$ cat config.mk
export PLATFORM = sky130hd
export DESIGN_NAME = board_render_sequencer
export DESIGN_NICKNAME = d
export VERILOG_FILES = /design/src/rtl/board_render_sequencer.sv
export SDC_FILE = /design/constraint.sdc
export NUM_CORES = 2
export LEC_CHECK = 0
export BUFFER_PORTS_ARGS = -buffer_cell sky130_fd_sc_hd__buf_4
export CAP_MARGIN = 30
export CORE_MARGIN = 10
export CORE_UTILIZATION = 35
export CTS_BUF_LIST = sky130_fd_sc_hd__clkbuf_16
export DETAILED_ROUTE_END_ITERATION = 6
export GPL_TIMING_DRIVEN = 0
export PLACE_DENSITY = 0.57
export SYNTH_ARGS = -nofsm -noshare
export SYNTH_HDL_FRONTEND = slang
export SYNTH_SLANG_ARGS = --single-unit
$ cat constraint.sdc
create_clock -name clk -period 3.58 [get_ports clk]
set_input_delay 0.537 -clock clk [delete_from_list [all_inputs] [get_ports clk]]
set_output_delay 0.537 -clock clk [all_outputs]
set_load 0.05 [all_outputs]
$ cat src/rtl/board_render_sequencer.sv
// Board render sequencer: snapshots a packed 4x4 board and offers its tiles one at a
// time over a valid/ready handshake, pulsing frame_done after the last tile. One board
// update arriving mid-frame is held pending; newer updates displace it and are counted.
module board_render_sequencer #(
   parameter int unsigned TILES     = 16,
   parameter int unsigned TILE_W    = 20,
   parameter bit          SKIP_SAME = 1'b1
) (
   input  logic                      clk,
   input  logic                      rst,
   input  logic [TILES*TILE_W-1:0]   board,
   input  logic                      board_valid,
   output logic [TILE_W-1:0]         tile_value,
   output logic [3:0]                tile_index,
   output logic                      tile_valid,
   input  logic                      tile_ready,
   output logic                      render_busy,
   output logic                      frame_done,
   output logic [7:0]                drop_count
);

   localparam int unsigned BoardW  = TILES * TILE_W;
   localparam logic [3:0]  LastIdx = 4'(TILES - 1);

   typedef enum logic [1:0] {StIdle, StIssue, StDone} state_e;

   state_e              state_q, state_d;
   logic [BoardW-1:0]   snap_q;
   logic [BoardW-1:0]   last_q;
   logic [BoardW-1:0]   pend_q;
   logic                pend_v_q;
   logic [3:0]          idx_q;
   logic [7:0]          drop_q;

   logic                handshake;
   logic                take_idle;
   logic                take_done;
   logic                drop_sat;

   // Decoded conditions shared by the FSM and the datapath
   always_comb begin
      handshake = (state_q == StIssue) && tile_ready;
      // Idle compares against the last rendered frame; DONE compares against the frame
      // just finishing, since last_q is only being written this cycle.
      take_idle = board_valid && !(SKIP_SAME && (board == last_q));
      take_done = board_valid && !(SKIP_SAME && (board == snap_q));
      drop_sat  = (drop_q == 8'hFF);
   end

   // State register
   always_ff @(posedge clk) begin
      if (rst) begin
         state_q <= StIdle;
      end else begin
         state_q <= state_d;
      end
   end

   // Next-state logic
   always_comb begin
      state_d = state_q;
      case (state_q)
         StIdle: begin
            if (take_idle) state_d = StIssue;
         end
         StIssue: begin
            if (handshake && (idx_q == LastIdx)) state_d = StDone;
         end
         StDone: begin
            state_d = (take_done || pend_v_q) ? StIssue : StIdle;
         end
         default: state_d = StIdle;
      endcase
   end

   // Snapshot, pending buffer, tile index and drop counter
   always_ff @(posedge clk) begin
      if (rst) begin
         snap_q   <= '0;
         last_q   <= '0;
         pend_q   <= '0;
         pend_v_q <= 1'b0;
         idx_q    <= 4'd0;
         drop_q   <= 8'd0;
      end else begin
         case (state_q)
            StIdle: begin
               if (take_idle) begin
                  snap_q <= board;
                  idx_q  <= 4'd0;
               end
            end
            StIssue: begin
               if (handshake && (idx_q != LastIdx)) idx_q <= idx_q + 4'd1;
               // Updates mid-frame never touch snap_q, so the frame cannot tear
               if (board_valid) begin
                  pend_q   <= board;
                  pend_v_q <= 1'b1;
                  if (pend_v_q && !drop_sat) drop_q <= drop_q + 8'd1;
               end
            end
            StDone: begin
               last_q <= snap_q;
               if (take_done) begin
                  snap_q   <= board;
                  idx_q    <= 4'd0;
                  pend_v_q <= 1'b0;
                  // Fresh board beats the pending one, which is lost
                  if (pend_v_q && !drop_sat) drop_q <= drop_q + 8'd1;
               end else if (pend_v_q) begin
                  snap_q   <= pend_q;
                  idx_q    <= 4'd0;
                  pend_v_q <= 1'b0;
               end
            end
            default: ;
         endcase
      end
   end

   // Outputs decoded from registers only
   always_comb begin
      tile_valid  = (state_q == StIssue);
      render_busy = (state_q != StIdle);
      frame_done  = (state_q == StDone);
      tile_index  = idx_q;
      tile_value  = snap_q[idx_q*TILE_W +: TILE_W];
      drop_count  = drop_q;
   end

endmodule
# [Yosys cells after proc, flatten, opt, wreduce, memory -nomap -nowiden]
# Index checks and enable logic that the tools add are counted.
# W data, S select, Z words.
[totals] ff_bits=975 inputBits=324 output_inout_bits=35 elab_cells=64
[op_classes] addsub=2 mul=1 n_eq_ne=13 shifts=1 mux=19 reduce_logical=21
[op_table] cell="$mux W320" n=3
[op_table] cell="$eq A320 B320 Y1" n=2
[op_table] cell="$pmux W320 S2" n=1
[op_table] cell="$shiftx A320 B10 Y20" n=1
[op_table] cell="$mux W8" n=3
[op_table] cell="$mux W4" n=4
[op_table] cell="$pmux W8 S2" n=1
[op_table] cell="$pmux W4 S3" n=1
[op_table] cell="$add A8 B1 Y8 const B" n=1
[op_table] cell="$eq A8 B8 Y1 const B" n=1
[op_table] cell="$mul A4 B3 Y7 const B" n=1
[op_table] cell="$logic_and A1 B1 Y1" n=6
[op_table] cell="$ne A2 B1 Y1 const B" n=3
[op_table] cell="$pmux W2 S3" n=1
[op_table] cell="$reduce_and A2 Y1" n=3
[op_table] cell="$reduce_and A3 Y1" n=2
[op_table] cell="$reduce_bool A2 Y1" n=3
[op_table] cell="$add A4 B1 Y4 const B" n=1
[op_table] cell="$eq A4 B4 Y1 const B" n=1
[op_table] cell="$mux W2" n=2
[op_table] cell="$ne A2 B2 Y1 const B" n=2
[op_table] cell="$ne A4 B4 Y1 const B" n=1
[op_table] cell="$reduce_and A4 Y1" n=1
[op_table] cell="$logic_not A1 Y1" n=3
[op_table] cell="8 further kinds" n=9

# [Depth between registers and ports, before layout]
[logic_depth] word_depth=6 ltp_mapped=11 ltp_nobuf=8

# [Least setup slack after synthesis]
# Ideal clock, no wire load.
[synth_timing] kind="reg-to-output" from="reg idx_q[0], in the netlist tile_index[0]" to="out tile_value[0]" arrival_ps=2929 t_required_ps=3043 setup_slack_ps=114 path_stages_with_launch=6 n_path_buf=3 path_cell_list="dfxtp_1 -> clkbuf_1 -> buf_1 -> clkbuf_1 -> mux4_2 -> mux4_2"
[synth_between] elab_chain_len=2
[synth_lines] item="start, declared" line_no="32" rtl="logic [3:0] idx_q;"
[synth_lines] item="start signal, assigned" line_no="94" rtl="if (handshake && (idx_q != LastIdx)) idx_q <= idx_q + 4'd1;"
[synth_lines] item="$mul A4 B3 Y7" line_no="127" rtl="tile_value = snap_q[idx_q*TILE_W +: TILE_W];"
[synth_lines] item="$shiftx A320 B10 Y20" line_no="127"
[synth_lines] item="end, declared" line_no="13" rtl="output logic [TILE_W-1:0] tile_value,"
# No other way between the ends.

# [Worst setup path after layout]
[layout_timing] from="reg idx_q[0], in the netlist tile_index[0]" to="out tile_value[13]"
# The elaborated chain is that of the path after synthesis.

==> impl_metrics.tcl <==
set metrics [dict create \
    core_area_um2 157000 \
    ir_drop_mv 0.412 \
    regArea_um2 19500 \
    fill_cells 15800 \
    r2r_setup_slack_ns -0.11 \
    power_mw 30.1 \
    fmax_mhz 265 \
    multi_input_area_um2 34100 \
    fin_crit_sh_pct 105 \
    yosysTopAreaCellShare_pct 35.2 \
    critPathBufInv 5 \
    final_cell_mix "nand2_1, a21oi_1, dfxtp_1" \
    antenna_found_initial 35 \
    num_rows 145 \
    numPortBuffers 357 \
    yosys_warnings 0 \
    status "finished with violations" \
    drtIter0Drc 7524 \
    avgSynthCellArea_um2 8.14 \
    drive_gt1_share_pct 14.0 \
    htree_levels 3 \
    rsz0062_at_grt "yes" \
    cts_tree "built" \
    synth_nets 7131 \
    routed_wl_mm 319 \
    synth_edf_count 0 \
    relSlewSlack_pct 25.5 \
    crit_cells 7 \
    dpl_cell_area_um2 61200 \
    syn_inst 6805 \
    routabilityCongestion 1.07 \
    die_w_um 418 \
    worstSkewPairLatency_ns 0.77 \
    min_period_ns 3.77 \
    grt_usage_pct 34.6 \
    clock_skew_ns 0.0314 \
    dp_hpwl_mm 261 \
    worstPathRequired_ns 3.04 \
    cap_viol_max_count 0 \
    pin_count 359 \
    whs_ns 0.0719 \
    cellPowerDensity_nw_per_um2 451 \
    tightest_slew_ns 1.11 \
    grt_overflow_total 0 \
    clock-sinks 975 \
    synthDistinctLibCells 45 \
    final_core_util_pct 42.6 \
    path_clk_slew_ns 0.06 \
    yosys_most_used_dff "dfxtp_1" \
    cp_slowest_cell "mux4_2" \
    start_kind "flip-flop" \
    cp_max_fo 6 \
    min_to "pend_q[292]" \
    min-delay-start "board[292]" \
    grt_pass1_wl_mm 427 \
    post_drt_wl_per_cell_um 33.5 \
    grt_max_degree 15 \
    drc 0 \
    root_buffer "clkbuf_16" \
    drt.antenna.violating_nets 0 \
    syn_to_final_growth_pct 20.6 \
    hold_path.class "input port to flip-flop" \
    ys_ff_latch 975 \
    ys_seq_area_share_pct 35.2 \
    critPathArrivalTime_ns 3.23 \
    rr_endpoint "snap_q[240]" \
    clockBufferDepth 3 \
    fp.dieArea_um2 175000 \
    crit_type "flip-flop to primary output" \
    async_flop_share_pct 0 \
    die_h_um 418 \
    cts_inserted_buffers 114 \
    drv_slew 0 \
    whs_path_depth 3 \
    synth_area_um2 55400 \
    reg2reg_depth 10 \
    end_kind "primary output" \
    grt_pass1_vias 52300 \
    timing.rr.start "snap_q[316]" \
    firstDrtPassIters 6 \
    yosys-top-cells-area "dfxtp_1, nand2_1, a21oi_1" \
    finalSetupTns_ns -22.59 \
    final_common_cell "nand2_1" \
    path_cells "clkbuf_16 > buf_16 > buf_12 > buf_12 > mux4_2 > mux4_2 > buf_8" \
    critical-path-top-delay-family "multiplexers" \
    route.vias.total 58100 \
    leakagePower_nw 25.4 \
    hold_viol_final 0 \
    fin_area_um2 66800 \
    violations "setup timing" \
    cp_slowest_stage_delay_ns 0.65 \
    initial_core_util_pct 35.4 \
    routed_via_density 6.11 \
    yosysTopAreaCell "dfxtp_1" \
    finalSetupViolCount 336 \
    setup_slack_ns -0.188 \
    nets 7672 \
]
## worst register-to-register path: stages (launching register included)
cell and delay, ns:
dfxtp_4 0.39, xor2_1 0.19, nor4_4 0.67, nand4_1 0.49
nor4_2 0.43, and3_4 0.27, buf_12 0.21, buf_4 0.28
clkbuf_2 0.30, o211a_1 0.25, o2bb2ai_1 0.07
## Yosys cell counts, types with 7 or more instances
cell type	instances
a21oi_1	966
buf_1	26
buf_2	140
clkbuf_1	462
dfxtp_1	975
inv_1	8
mux4_2	100
nand2_1	1609
nand4_1	378
nor2_1	8
nor3b_1	321
nor4_1	151
o211a_1	320
o21a_1	320
o21ai_0	7
o2bb2ai_1	320
xnor2_1	98
xor2_1	545
## power breakdown
part           leakage [nW]  switching (mW)  total [mW]  internal, mW
registers              7.96            1.06        12.4          11.4
logic                  15.5            3.65        5.45          1.80
clock network          1.94            5.15        12.2          7.07
## logic make-up (layout without fill, tap and decap cells)
group                    Yosys count  count (layout)  synth area share, %
AND/OR/NAND/NOR                 2496            2496                 21.6
XOR/XNOR                         643             643                 10.2
AO/OA/AOI/OAI                   1950            1950                 24.2
flip-flops                       975             975                 35.2
other                              0              10                    0
adder cells (fa/ha/maj)            2               2               0.0451
buffers and inverters            638            1277                 4.65
multiplexers                     101             101                 4.08
## per-stage QoR
| stage | cells | setup WS [ns] |
|---|---|---|
| floorplan | 6805 | 0.114 |
| global placement | 9220 | -2.45 |
| detailed placement | 9262 | -1.81 |
| CTS | 9494 | -0.169 |
| global route | 9502 | -0.180 |
| finish | 9512 | -0.188 |
## layout make-up
| class | count | share of cell area [%] |
|---|---|---|
| diodes | 10 | 0.0374 |
| plain buffers | 625 | 4.57 |
| clock buffers | 119 | 4.46 |
| clock inverters | 95 | 1.29 |
| inverters | 8 | 0.0449 |
| multi-input cells | 5192 | 51.1 |
| flip-flops and latches | 975 | 29.2 |
| well taps | 2058 | 3.85 |
| repair buffers | 430 | 5.43 |
## flip-flops by register name, indices dropped and copies added, names as in the netlist
name	count
tile_index	4
pend_q	320
drop_count	8
state_q	2
last_q	320
pend_v_q	1
snap_q	320
## layer usage
metal / global-route usage (%) / wire length, um / vias to the layer above
li1: - / - / 25600
met1: 45.3 / 131000 / 28700
met2: 53.5 / 139000 / 3175
met3: 7.37 / 28900 / 692
met4: 17.3 / 19500 / 30
met5: 0 / 206 / -
## timing repair
action / in CTS / in global routing
hold buffers: 0 / 0
endpoints found under the setup margin: 675 / 534
endpoints found under the hold margin: 0 / 0
pin swaps: 15 / 5
gates resized for setup: 324 / 81
setup buffers: 17 / 6
gates cloned: 2 / 0
## worst max-delay path by stage
stage | startpoint | end | slack [ns]
floorplan | tile_index[0] | tile_value[0] | 0.11
global placement | board[191] | snap_q[31] | -2.45
detailed placement | board[300] | snap_q[315] | -1.81
CTS | tile_index[0] | tile_value[13] | -0.17
global route | tile_index[0] | tile_value[13] | -0.18
finish | tile_index[0] | tile_value[13] | -0.19
Power figures use the tool's default switching activity.
